**config.mk**
```make
export PLATFORM = sky130hd
export DESIGN_NAME = uart_rx
export DESIGN_NICKNAME = d
export VERILOG_FILES = /design/src/rtl/uart_rx.sv
export SDC_FILE = /design/constraint.sdc
export NUM_CORES = 1
export LEC_CHECK = 0
export CAP_MARGIN = 0
export CORE_ASPECT_RATIO = 1.4
export CORE_MARGIN = 8
export CORE_UTILIZATION = 60
export DETAILED_ROUTE_END_ITERATION = 8
export DONT_BUFFER_PORTS = 1
export PLACE_DENSITY = 0.76
export SKIP_CTS_REPAIR_TIMING = 1
export SYNTH_ARGS = -nofsm -noshare
export SYNTH_HDL_FRONTEND = slang
export SYNTH_SLANG_ARGS = --single-unit
```
**constraint.sdc**
```tcl
create_clock -name clk -period 3.05 [get_ports clk]
set_input_delay 0.4575 -clock clk [delete_from_list [all_inputs] [get_ports clk]]
set_output_delay 0.4575 -clock clk [all_outputs]
set_load 0.01 [all_outputs]
```
**src/rtl/uart_rx.sv**
```systemverilog
// uart_rx: asynchronous serial receiver with a 2-FF synchroniser, mid-bit sampling and a break guard.
// Define UART_RX_PARITY_EN to add one even-parity bit between the data bits and the stop bit.
module uart_rx #(
    parameter int CLKS_PER_BIT = 16,
    parameter int DATA_BITS    = 8
) (
    input  logic                 clk,
    input  logic                 rst,
    input  logic                 rx,
    output logic [DATA_BITS-1:0] rx_data,
    output logic                 rx_valid,
    output logic                 busy,
    output logic                 frame_err,
    output logic                 parity_err
);
    localparam int TW = $clog2(CLKS_PER_BIT);
    localparam int IW = $clog2(DATA_BITS) + 1;
    localparam logic [TW-1:0] MID_START = TW'((CLKS_PER_BIT - 1) / 2);
    localparam logic [TW-1:0] MID_BIT   = TW'(CLKS_PER_BIT - 1);
    localparam logic [IW-1:0] LAST_IDX  = IW'(DATA_BITS - 1);

`ifdef UART_RX_PARITY_EN
    typedef enum logic [2:0] {IDLE, START, DATA, PARITY, STOP, BREAK} state_t;
`else
    typedef enum logic [2:0] {IDLE, START, DATA, STOP, BREAK} state_t;
`endif

    state_t               state, state_nxt;
    logic                 rx_p0, rx_p1, rxs;
    logic [TW-1:0]        timer;
    logic [IW-1:0]        idx;
    logic [DATA_BITS-1:0] shreg;
    logic                 start_smp, bit_smp;
    logic                 stop_ok, stop_ferr, stop_perr, par_bad;

    // Stage p0/p1: two-flop synchroniser, idles high
    always_ff @(posedge clk or posedge rst) begin
        if (rst) begin
            rx_p0 <= 1'b1;
            rx_p1 <= 1'b1;
        end else begin
            rx_p0 <= rx;
            rx_p1 <= rx_p0;
        end
    end

    assign rxs = rx_p1;

    always_ff @(posedge clk or posedge rst) begin
        if (rst) state <= IDLE;
        else     state <= state_nxt;
    end

    always_comb begin
        state_nxt = state;
        case (state)
            IDLE:  if (!rxs) state_nxt = START;
            START: if (start_smp) state_nxt = rxs ? IDLE : DATA;
            DATA: begin
                if (bit_smp && idx == LAST_IDX) begin
`ifdef UART_RX_PARITY_EN
                    state_nxt = PARITY;
`else
                    state_nxt = STOP;
`endif
                end
            end
`ifdef UART_RX_PARITY_EN
            PARITY: if (bit_smp) state_nxt = STOP;
`endif
            STOP:  if (bit_smp) state_nxt = rxs ? IDLE : BREAK;
            BREAK: if (rxs) state_nxt = IDLE;
            default: state_nxt = IDLE;
        endcase
    end

    always_comb begin
        busy      = (state != IDLE);
        start_smp = (state == START) && (timer == MID_START);
        bit_smp   = 1'b0;
        case (state)
`ifdef UART_RX_PARITY_EN
            DATA, PARITY, STOP: bit_smp = (timer == MID_BIT);
`else
            DATA, STOP:         bit_smp = (timer == MID_BIT);
`endif
            default:            bit_smp = 1'b0;
        endcase
        // A low stop bit wins over a parity mismatch
        stop_ferr = (state == STOP) && bit_smp && !rxs;
        stop_perr = (state == STOP) && bit_smp && rxs && par_bad;
        stop_ok   = (state == STOP) && bit_smp && rxs && !par_bad;
    end

    // Timer restarts on every state entry and every sample; it rests at 0 while waiting for the line
    always_ff @(posedge clk or posedge rst) begin
        if (rst) begin
            timer <= '0;
            idx   <= '0;
        end else begin
            if (state_nxt != state || start_smp || bit_smp || state == IDLE || state == BREAK)
                timer <= '0;
            else
                timer <= timer + TW'(1);

            if (state == START)
                idx <= '0;
            else if (state == DATA && bit_smp)
                idx <= idx + IW'(1);
        end
    end

    always_ff @(posedge clk) begin
        if (state == DATA && bit_smp)
            shreg <= {rxs, shreg[DATA_BITS-1:1]};
    end

`ifdef UART_RX_PARITY_EN
    logic par_bit;

    always_ff @(posedge clk) begin
        if (state == PARITY && bit_smp)
            par_bit <= rxs;
    end

    assign par_bad = par_bit ^ (^shreg);
`else
    assign par_bad = 1'b0;
`endif

    // Stage p2: registered result pulses, one cycle after the mid-stop sample
    always_ff @(posedge clk or posedge rst) begin
        if (rst) begin
            rx_data   <= '0;
            rx_valid  <= 1'b0;
            frame_err <= 1'b0;
        end else begin
            rx_valid  <= stop_ok;
            frame_err <= stop_ferr;
            if (stop_ok)
                rx_data <= shreg;
        end
    end

`ifdef UART_RX_PARITY_EN
    always_ff @(posedge clk or posedge rst) begin
        if (rst) parity_err <= 1'b0;
        else     parity_err <= stop_perr;
    end
`else
    assign parity_err = 1'b0;
`endif

endmodule
```
# After elaboration in Yosys (flattened, before gate mapping)
# Index checks and enable logic that the tools add are counted.
# Widths: inputs -> output; s select.
# classes
addsub	2
mul	0
div_mod_pow	0
n_lt_le_gt_ge	0
eq_ne	8
shifts	0
mux	12
n_bitwise	0
reduce_logical	15
# ops
operator	n
$mux 3	6
$pmux 3 s5	1
$mux 4	3
$add 4x1->4 const B	2
$eq 4x3->1 const B	2
$eq 3x2->1 const B	2
$logic_and 1x1->1	6
$eq 4x4->1 const B	1
$logic_or 1x1->1	4
$eq 3x1->1 const B	1
$eq 3x3->1 const B	1
$logic_not 3->1	1
$ne 3x3->1	1
$reduce_bool 3->1	1
$mux 2	1
$reduce_bool 2->1	1
$reduce_or 2->1	1
$logic_not 1->1	1
$mux 1	1
# word_totals
reg_bits	31
latch_bits	0
ram_bits	0
romBits	0
inputBits	3
output_inout_bits	12
elab_cells	46
memories	0

# Longest topological paths before layout
# Gate-level depths: netlist of the first run.
# logic_depth
word_depth	12
ltp_mapped	5
depth_no_buf	4

# Worst setup path before layout of the first run
# No wires, ideal clock.
# synth_path
kind	flip-flop to flip-flop
start	register state[1]
end	register shreg[0] (enable)
setup_time_ns	0.374
t_arrival_ns	1.312
required_ns	2.676
slack_ns	1.365
path_stages_with_launch	5
path_buffers	2
synth_period_minus_slack_ns	1.685
path_cell_list	dfrtp_1 -> buf_6 -> or3b_1 -> clkbuf_2 -> nor2_1
# synth_via
elab_chain_cells	4
word_cells_on_any_way	5
cone_classes	eq/ne: 2; mux: 1; reduce/logical: 2
# synth_rtl
item	line_no	text
start: declaration	28	state_t state, state_nxt;
start signal: assignment	51	else state <= state_nxt;
$eq 3x2->1, on equally long branches	81, 114	
$reduce_or 2->1	81	case (state)
$mux 1	81	
$logic_and 1x1->1 *	114	if (state == DATA && bit_smp)
end signal: assignment	115	shreg <= {rxs, shreg[DATA_BITS-1:1]};
end: declaration	32	logic [DATA_BITS-1:0] shreg;
# Mark *: on every way between the ends. The rest lies on a longest branch, timed or not.
# A chain may end at the register's enable or synchronous reset.

# Final worst setup path of the first run
# layout_path
start	register state[0]
end	register shreg[7] (enable)
# Same word-level chain as after synthesis.

==> results of run 1 <==
[metrics by stage]
step / total power [mW] / hold slack (ns) / cell area [um2] / worst slack, ns / util (%)
after global placement: 0.704 / 0.350 / 1270 / 1.19 / 60.3
after detailed placement: 0.717 / 0.352 / 1270 / 1.17 / 60.3
after global routing: 0.988 / 0.0954 / 1320 / 1.04 / 62.6
after CTS: 0.939 / 0.105 / 1320 / 1.15 / 62.6
after floorplan: 0.700 / 0.345 / 1280 / 1.36 / -
final: 0.927 / 0.126 / 1320 / 1.12 / 62.6
[registers in the layout, summed over array words and instances, names as in the netlist]
name	flops
rx_data	8
rx_p0	1
rx_p1	1
timer	4
state	3
frame_err	1
rx_valid	1
shreg	8
idx	4
[how the worst max path moves through the flow]
stage               startpoint       end  cells past startpoint
floorplan             state[1]  shreg[0]                      4
global placement      state[2]  shreg[5]                      2
detailed placement    state[2]  shreg[7]                      2
CTS                   state[2]  shreg[7]                      2
global route          state[1]  shreg[7]                      2
finish                state[0]  shreg[7]                      2
[area by class of cell]
| cell class | count | area [um2] |
|---|---|---|
| inverters | 5 | 18.8 |
| clock buffers | 8 | 48.8 |
| flip-flops and latches | 31 | 818 |
| well taps | 22 | 27.5 |
| fillers | 175 | 786 |
| multi-input cells | 56 | 403 |
[metal layers]
layer	track usage, %	up-vias	wire, um
met1	14.3	372	823
met2	18.8	24	1090
met3	6.71	8	148
li1	-	350	-
met5	0	-	0
met4	6.97	0	61
[worst reg2reg max path, delay by kind of cell (launching register included)]
kind / cells / cell delay [ns]
DFF: 1 / 0.50
and+or+nand+nor: 2 / 1.06
[synth_stat cells]
library cell / count / area, um2
dfrtp_1: 21 / 526
edfxtp_1: 8 / 240
mux2_2: 8 / 90.1
inv_1: 5 / 18.8
nand3_1: 5 / 25.0
nor2_1: 5 / 18.8
a21oi_1: 4 / 20.0
clkbuf_1: 3 / 11.3
nor3_1: 3 / 15.0
nor3b_1: 3 / 22.5
or3_1: 3 / 18.8
a311oi_1: 2 / 17.5
clkbuf_2: 2 / 10.0
dfstp_2: 2 / 52.6
ha_1: 2 / 25.0
nand2_1: 2 / 7.51
o21ai_0: 2 / 10.0
xnor2_1: 2 / 17.5
a211oi_1: 1 / 7.51
a22oi_1: 1 / 7.51
a31o_2: 1 / 8.76
a41oi_1: 1 / 8.76
and2b_1: 1 / 7.51
and3_1: 1 / 6.26
buf_4: 1 / 7.51
buf_6: 1 / 11.3
conb_1: 1 / 3.75
nand3b_1: 1 / 7.51
nand4_2: 1 / 12.5
nor2b_1: 1 / 6.26
nor4_1: 1 / 6.26
o31ai_1: 1 / 7.51
or3b_1: 1 / 8.76
or4_1: 1 / 7.51
xor2_1: 1 / 8.76
[cells by family (layout without fill, tap and decap cells)]
group	after synthesis	after routing	synth area share, %
xor+xnor	3	3	2.05
other cells	1	1	0.293
buf+inv	12	13	4.59
mux	8	8	7.04
fa+ha+maj	2	2	1.95
flops	31	31	63.9
compound gates	13	13	6.84
simple gates	29	29	13.3
[power groups by stage]
stage	clock, mW	sequential [mW]	combinational, mW
final	0.218	0.542	0.166
after global routing	0.244	0.553	0.191
after CTS	0.229	0.541	0.168
after detailed placement	0	0.549	0.167
after global placement	0	0.542	0.161
after floorplan	0	0.505	0.195
==> summary.md, run 1 <==
| Metric | Value |
|---|---|
| Clock power share | `23.6%` |
| Root Buffer | `clkbuf_4` |
| Core box area | `2100 um2` |
| Routed WL | `2130 um` |
| Post-Syn Area | `1280 um2` |
| Critical path fanouts, max | `11` |
| R2r worst-path depth | `2` |
| Max Clock Skew | `0.00698 ns` |
| Global-route wire length before repair | `3630 um` |
| Routed len/inst | `17.4 um` |
| Minimum clock period | `1.93 ns` |
| Tightest Pin Transition | `0.861 ns` |
| Sum Neg Setup Slack | `0 ns` |
| CP endpoint kind | `flop` |
| FF-to-FF setup slack | `1.12 ns` |
| Setup Viol. Count Final | `0` |
| Crit path buf inv count | `0` |
| Final-report hold violation count | `0` |
| Status | `finished clean` |
| Relative max-transition margin | `42.5%` |
| Net count, final | `104` |
| Initial antenna violation count | `0` |
| CP arrival | `1.89 ns` |
| Part of the power in registers | `58.5%` |
| Power share of the combinational group | `17.9%` |
| Post-DP HPWL | `1510 um` |
| Worst Hold Launch | `rx` |
| Unrepaired setup endpoints after global routing | `false` |
| Clock latency on the worst-skew pair | `0.33 ns` |
| DIE AREA | `3890 um2` |
| Gr ovfl total | `0` |
| Reg2reg end | `shreg[7]` |
| Ports | `15` |
| Commonest non-fill, non-tap cell in the layout | `dfrtp_1` |
| Min-delay worst type | `in2reg` |
| Synthesis Warnings | `0` |
| Initial Util | `60.9%` |
| Count of pins over their slew limit | `0` |
| Share of layout cells above drive strength 1 | `17.0%` |
| Gate Count Post-Synth | `99` |
| Most frequent cells in the layout | `dfrtp_1 (21), mux2_2 (8), edfxtp_1 (8)` |
| Antenna Nets Post-Route | `0` |
| Starting DRC count in detailed routing | `17` |
| Pwr/cell area | `704 nW/um2` |
| GRT Overall Usage | `12.8%` |
| First-pass DRT Iterations | `4` |
| Clock-pin slew on the worst setup and hold paths | `0.09 ns` |
| Clock Sinks | `31` |
| Register area share after synthesis | `63.9%` |
| Port Buffer Count | `0` |
| Startpoint types | `flop` |
| Max Fclk | `519 MHz` |
| Diode count | `0` |
| Synth Register Bits | `31` |
| Non-Filler Instances | `122` |
| Max Root-Sink Buffers | `2` |
| CP Data Required Time | `3.01 ns` |
| CTS tree | `built` |
| Area grow syn2layout | `2.83%` |
| Routed vias | `754` |
| Largest net degree at the start of global routing | `24` |
| Vias per cell | `6.18` |
| CTS buffer count | `5` |
| CP Cell Sequence | `or3b_1 -> nor2_1` |
| Slowest cell on the critical path | `nor2_1` |
| Slowest cell delay on critical path | `0.56 ns` |
| Worst Hold Depth | `0` |
| DRC | `0` |
| Cell count after placement | `114` |
| Width of the chip | `55.0 um` |
| Worst r2r src | `state[0]` |
| Max cap viols | `0` |
| Switching power total | `283 uW` |
| Post-synth cell types | `35` |
| Mapped Nets | `104` |
| Crit share post-route | `63.2%` |
| Max IR drop VDD | `0.443 mV` |
| Cell family with most CP delay | `simple AND/OR/NAND/NOR gates` |
| # rows | `20` |
| Die height | `70.7 um` |
| GP Congestion | `0.852` |
| P_leak | `0.579 nW` |
| Vias in the first global route | `795` |
| Hold endpoint | `rx_p0` |
| Sw Share | `30.5%` |
| WS Path Type | `reg2reg` |
| Int Pwr | `644 uW` |
| H-tree depth | `2` |
| Mean Syn Cell Area | `12.9 um2` |
(Power assumes the default switching activity.)
==> inputs of run 2 (changes only) <==
clock period = 2.02 ns   (was 3.05 ns; I/O delays follow)
==> summary.md, run 2 (synthesized netlist as in run 1, its figures left out) <==
| Metric | Value |
|---|---|
| Critical path fanouts, max | `10 (-1)` |
| Crit share post-route | `86.3% (+23 points)` |
| Cell area after layout | `1370 um2 (+4.1%)` |
| GRT Overall Usage | `13.1% (+0.24 points)` |
| CTS buffer count | `5 (unchanged)` |
| First-pass DRT Iterations | `4 (unchanged)` |
| Routed len/inst | `17.1 um (-1.7%)` |
| Width of the chip | `55.0 um (unchanged)` |
| Pwr/cell area | `1060 nW/um2 (+50%)` |
| Diode count | `0 (unchanged)` |
| Port Buffer Count | `0 (unchanged)` |
| Die height | `70.7 um (unchanged)` |
| Setup Viol. Count Final | `0 (unchanged)` |
| Relative max-transition margin | `60.0% (+17 points)` |
| Global-route wire length before repair | `3720 um (+2.5%)` |
| P_leak | `0.612 nW (+5.7%)` |
| Sum Neg Setup Slack | `0 ns (unchanged)` |
| Largest registers | `rx_data x8, shreg x8` |
| Non-Filler Instances | `127 (+4.1%)` |
| Initial antenna violation count | `0 (unchanged)` |
| Reg2reg end | `idx[3]` |
| DRC | `0 (unchanged)` |
| CP endpoint | `idx[3]` |
| H-tree depth | `2 (unchanged)` |
| Status | `finished clean` |
| Minimum clock period | `1.74 ns (-0.184 ns)` |
| Largest net degree at the start of global routing | `24 (unchanged)` |
| Min-delay worst type | `reg2reg` |
| Starting DRC count in detailed routing | `8 (-9)` |
| Core box area | `2100 um2 (unchanged)` |
| Tightest Pin Transition | `0.599 ns (-0.262 ns)` |
| R2r worst-path depth | `3 (+1)` |
| Clock Sinks | `31 (unchanged)` |
| CTS tree | `built` |
| Max cap viols | `0 (unchanged)` |
| Max Root-Sink Buffers | `2 (unchanged)` |
| Unrepaired setup endpoints after global routing | `false` |
| Filler Cell Count | `171 (-2.3%)` |
| Pre-CTS WS | `0.285 ns (-0.884 ns)` |
| CP arrival | `2.02 ns (+0.13 ns)` |
| Antenna Nets Post-Route | `0 (unchanged)` |
| Worst r2r src | `state[1]` |
| Net count, final | `109 (+4.8%)` |
| Vias per cell | `5.98 (-3.2%)` |
| Gr ovfl total | `0 (unchanged)` |
| Commonest non-fill, non-tap cell in the layout | `dfrtp_1` |
| WS Path Type | `reg2reg` |
| DIE AREA | `3890 um2 (unchanged)` |
| # rows | `20 (unchanged)` |
| Root Buffer | `clkbuf_4` |
| Tot Pwr | `1.45 mW (+57%)` |
| Vias in the first global route | `770 (-3.1%)` |
| FF-to-FF setup slack | `0.28 ns (-0.85 ns)` |
| Max Fclk | `574 MHz (+11%)` |
| Max IR drop VDD | `0.572 mV (+29%)` |
| Placed Area | `1290 um2 (+1.8%)` |
| Final worst slack | `0.276 ns (-0.846 ns)` |
| Post-DP HPWL | `1490 um (-1.3%)` |
| CP endpoint kind | `flop` |
| Ports | `15 (unchanged)` |
| Count of pins over their slew limit | `0 (unchanged)` |
| Crit path launch | `state[1]` |
| Max Clock Skew | `0.0120 ns (+0.00503 ns)` |
| Routed WL | `2180 um (+2.4%)` |
| Clock latency on the worst-skew pair | `0.34 ns (about the same)` |
| Most frequent cells in the layout | `dfrtp_1 (21), mux2_2 (8), edfxtp_1 (8)` |
| Cell count after placement | `117 (+2.6%)` |
| Share of layout cells above drive strength 1 | `21.0% (+4.0 points)` |
| Startpoint types | `flop` |
| Area grow syn2layout | `7.04%` |
| GP Congestion | `0.829 (-2.7%)` |
| Initial Util | `60.9% (unchanged)` |
| Final-report hold violation count | `0 (unchanged)` |
| Routed vias | `760 (+0.80%)` |
| Clock-pin slew on the worst setup and hold paths | `0.10 ns (about the same)` |
| CP Data Required Time | `2.29 ns (-0.72 ns)` |
run 2: cell types whose count changed in the layout (fill, tap and decap cells not counted), sizes merged:
cell | previous run | this run
buf | 0 | 3
dlygate4sd3 | 0 | 2
clkbuf | 8 | 7
clkinv | 0 | 1
run 2: critical path, stage by stage (launching register included):
cell and delay, ns:
dfrtp_1 0.54, or3b_1 0.49, or4_1 0.49, a21oi_1 0.15
run 2: how the worst min path moves through the flow:
stage / slack, ns / to / depth (start not counted) / from
5_1_grt: 0.37 / rx_p1 / 0 / rx_p0
6_report: 0.37 / rx_p1 / 0 / rx_p0
3_5_place_dp: 0.26 / rx_data[3] / 2 / rst
4_1_cts: -0.12 / rx_data[3] / 2 / rst
3_3_place_gp: 0.25 / rx_data[3] / 2 / rst
2_1_floorplan: 0.30 / frame_err / 1 / rst
run 2: stage by stage:
stage / hold slack (ns) / util, %
after global placement: 0.250 / 61.4
after global routing: 0.368 / 65.2
final: 0.365 / 65.2
after CTS: -0.117 / 64.2
after detailed placement: 0.263 / 61.4
after floorplan: 0.303 / -
run 2: area by class of cell:
type | instances | area, um2 | share of cell area (%)
Sequential cell | 31 | 818 | 59.7
Multi-Input combinational cell | 56 | 403 | 29.4
Clock inverter | 1 | 5.00 | 0.365
Timing Repair Buffer | 5 | 42.5 | 3.11
Tap cell | 22 | 27.5 | 2.01
Inverter | 5 | 18.8 | 1.37
Clock buffer | 7 | 55.1 | 4.02
run 2: report_power, final:
| part | leakage, nW | internal (mW) | switching [mW] |
|---|---|---|---|
| combinational | 0.202 | 0.127 | 0.130 |
| sequential | 0.375 | 0.712 | 0.106 |
| clock | 0.0353 | 0.168 | 0.208 |
run 2: per-layer routing:
layer,wire (um),up-vias,track usage [%]
li1,-,361,-
met1,832,377,14.0
met2,1150,17,20.5
met3,141,5,6.71
met4,48,0,5.63
met5,0,-,0
==> inputs of run 3 (changes only) <==
GPL_ROUTABILITY_DRIVEN = 0   (was default)
==> results of run 3 <==
The final DEF is identical to that of run 2; final timing and power are the same.
==> patch 1: new RTL, flow settings as in run 3 <==
Register the output `frame_err` once more, without a reset; this adds one clock of latency there. The other outputs are not delayed to match.
--- a/src/rtl/uart_rx.sv
+++ b/src/rtl/uart_rx.sv
@@ -20,2 +20,4 @@
     localparam logic [IW-1:0] LAST_IDX  = IW'(DATA_BITS - 1);
+
+    logic frame_err_s0;
 
@@ -135,6 +137,6 @@
             rx_valid  <= 1'b0;
-            frame_err <= 1'b0;
+            frame_err_s0 <= 1'b0;
         end else begin
             rx_valid  <= stop_ok;
-            frame_err <= stop_ferr;
+            frame_err_s0 <= stop_ferr;
             if (stop_ok)
@@ -153,2 +155,6 @@
 
+    always_ff @(posedge clk) begin
+        frame_err <= frame_err_s0;
+    end
+
 endmodule
Check against the original RTL: same outputs for any inputs over 10 cycles, from zero or initial values and one cycle with rst high; that may be too few to reach the edited logic, so the function may still have changed.
==> patch 1 against run 3 <==
  * Setup slack worse by 11 ps
  * Cell area up 5.3%
  * Count of clock-buffer cells in the layout down 2
  * Routed wire length down 1.7%
  * Synthesized area up 2.8%
  * Cell count up 4.7%
  * Critical path depth up 1
  * Total power up 14%
  * Sequential cell count up 1
  * Largest power group unchanged
==> patch 1: results (changes against run 3) <==
* Outcome: completed (unchanged)
- The sum of met2 wire segment lengths after detailed routing came to 1100 µm (was 1150 µm).
- The number of fill cells in the layout is 158 (was 171).
- The number of DRC markers after the initial detailed-route iteration is 26 (was 8).
- The global-route usage over all layers came to 11.8% (was 13.1%).
- The instance count of the mapped netlist was 104 (was 99).
- The HPWL after detailed placement is 1570 µm (was 1490 µm).
- Placement-stage cell area: 1340 µm² (was 1290 µm²)
- The adder and majority gate portion of the synthesized area came to 1.90% (was 1.96%).
* Share of synthesized flip-flops with an asynchronous set or reset: 71.9% (was 74.2%)
- Mean number of vias per cell: 6.06 (was 5.98)
- The number of different library cells in the post-synthesis netlist came to 38 (was 35).
* Layout cell share with drive strength beyond 1: 20.7% (was 21.0%)
- Total met3 wirelength after detailed routing: 181 µm (was 141 µm)
* Vias in the first global route: 785 (was 770)
* Type of the most critical hold path: input port to asynchronous set/reset pin (was register to register)
- Seq/Total Area, Yosys: 63.7% (was 63.9%)
* Routed length on met1: 818 µm (was 832 µm)
- The net switching fraction of the power was 29.7% (was 30.6%).
- Final Hold Slack: 340 ps (was 365 ps)
- Share of the synthesized area in compound gates (AO/OA/AOI/OAI): 6.84% (about the same)
- Total Wirelength: 2140 µm (was 2180 µm)
- The highest fanout seen on the critical path is 9 (was 10).
- The non-filler instance count after layout was 133 (was 127).
- The launching instance or port of the critical path is timer[0]$_DFF_PP0_ (was state[1]$_DFF_PP0_).
* Delay of the slowest critical-path stage: 570 ps (was 540 ps)
* XOR/XNOR share of the synthesized area: 2.00% (was 2.05%)
- The maximum resistive drop on vdd was 0.000689 V (was 0.000572 V).
- Pre-CTS WS: 303 ps (was 285 ps)
* Final clock skew: 9.83 ps (was 12.0 ps)
* Maximum number of pins on one net before global-route repair: 17 (was 24)
[patch 1: final cells by class]
cell class	count	area, µm²	area share, %
Clock buffer	5	37.5	2.60
Inverter	4	15.0	1.04
Clock inverter	3	42.5	2.95
Sequential cell	32	838	58.1
Multi-Input combinational cell	61	432	29.9
Tap cell	22	27.5	1.91
Timing Repair Buffer	6	50.0	3.47
[patch 1: power by group through the flow]
stage / Sequential (µW) / Combinational [µW] / Clock [µW]
2_1_floorplan: 812 / 322 / 0
6_report: 852 / 341 / 465
4_1_cts: 853 / 341 / 478
5_1_grt: 864 / 390 / 505
3_5_place_dp: 865 / 338 / 0
3_3_place_gp: 859 / 333 / 0
[patch 1: worst register-to-register path: cells and delay by family, from the launching register on]
kind | cells | cell delay, ps
and+or+nand+nor | 2 | 860
AOI/OAI and AO/OA | 1 | 140
DFF | 1 | 380
adders and majority gates | 1 | 310
==> patch 2: new RTL, flow settings as in run 3 <==
Without the edit above. Set the parameter `DATA_BITS` to 16 (it was 8).
--- a/src/rtl/uart_rx.sv
+++ b/src/rtl/uart_rx.sv
@@ -4,3 +4,3 @@
     parameter int CLKS_PER_BIT = 16,
-    parameter int DATA_BITS    = 8
+    parameter int DATA_BITS    = 16
 ) (
Interface: changed (resized rx_data); port bits go from 15 to 23. No check against the original RTL was run, so the function may have changed too.
==> patch 2 against run 3 <==
  * The run now ends with negative hold slack left
  * Clock skew is 4.2 ps lower
  * Critical path depth is 1 higher
  * Maximum frequency is 9.3% lower
  * Cell area is 50% higher
  * Count of clock-buffer cells in the layout is 1 lower
  * Total power is 64% higher
  * First-iteration DRC count grew to 5.8 times the old value
  * Sequential power is 64% higher
  * Sequential cell count is 17 higher
  * Global-route usage is 0.28 points higher
  * Routed wire length is 45% higher
  * Synthesized area is 49% higher
  * Setup slack worse by 180 ps
  * Critical path type unchanged
==> patch 2: results (changes against run 3) <==
- The worst slack after detailed placement was 112 ps (was 285 ps).
- Number of violations reported at the end of detailed-routing iteration 0: 46 (was 8)
* XOR/XNOR share of the synthesized area: 1.38% (was 2.05%)
- Layout cell share with drive strength beyond 1: 26.4% (was 21.0%)
- Final Hold Slack: -18.7 ps (was 365 ps)
- Top cells by area, synth: sky130_fd_sc_hd__dfrtp_1, sky130_fd_sc_hd__edfxtp_1, sky130_fd_sc_hd__mux2_4 (was sky130_fd_sc_hd__dfrtp_1, sky130_fd_sc_hd__edfxtp_1, sky130_fd_sc_hd__mux2_2).
- The number of fill cells in the layout was 210 (was 171).
* Highest ir drop seen on vdd: 0.000894 V (was 0.000572 V)
- Routed length on met1: 1300 µm (was 832 µm)
* Delay of the slowest critical-path stage: 690 ps (was 540 ps)
* Static Leak: 0.000921 µW (was 0.000612 µW)
* Cell types with the highest counts after synthesis: sky130_fd_sc_hd__dfrtp_1, sky130_fd_sc_hd__edfxtp_1, sky130_fd_sc_hd__mux2_4 (was sky130_fd_sc_hd__dfrtp_1, sky130_fd_sc_hd__edfxtp_1, sky130_fd_sc_hd__mux2_2)
- The count of non-CTS buffers in the layout came to 4 (was 5).
- Mean number of vias per cell: 5.80 (was 5.98)
- Critical Path AT: 2100 ps (was 2020 ps)
- Outcome: finished, violations left (was completed).
- The hold violation count in the final report was 30 (was 0).
- The library cell used as clock root buffer is sky130_fd_sc_hd__clkbuf_8 (was sky130_fd_sc_hd__clkbuf_4).
- Fraction of met3 tracks used by global routing: 4.86% (was 6.71%)
- Met1 usage in global routing: 15.0% (was 14.0%)
- Failing checks: negative hold slack
- The global-route met2 utilization was 21.6% (was 20.5%).
* Clock buffer count in the final layout: 6 (was 7)
* Skew-Pair Late Insertion Delay: 300 ps (was 340 ps)
- Source of the critical timing path: timer[0]$_DFF_PP0_ (was state[1]$_DFF_PP0_)
- Count of flip-flops with a built-in enable after synthesis: 16 (was 8)
- The source of the worst register-to-register timing path is timer[0]$_DFF_PP0_ (was state[1]$_DFF_PP0_).
- The clock distribution area overhead in the final layout is 5.24% (was 4.38%).
[patch 2: cell types whose count changed in the layout (fill, tap and decap cells not counted), moves of 4 or more]
cell / before / now
sky130_fd_sc_hd__dfrtp_1: 21 / 30
sky130_fd_sc_hd__clkbuf_8: 1 / 5
sky130_fd_sc_hd__nand2_1: 2 / 6
sky130_fd_sc_hd__mux2_4: 0 / 9
sky130_fd_sc_hd__edfxtp_1: 8 / 16
sky130_fd_sc_hd__mux2i_1: 0 / 4
sky130_fd_sc_hd__clkbuf_4: 5 / 0
[patch 2: where the power goes]
group | total (µW) | switching (µW) | internal (µW)
logic | 376 | 176 | 200
clock network | 668 | 301 | 367
registers | 1340 | 194 | 1140
[patch 2: through the flow]
stage	cell area, µm²	util [%]	power, µW
final	2050	66.4	2380
after global placement	1940	62.6	1690
after detailed placement	1940	62.6	1730
after global routing	2050	66.4	2510
after floorplan	1910	-	1640
after CTS	2040	66.1	2410
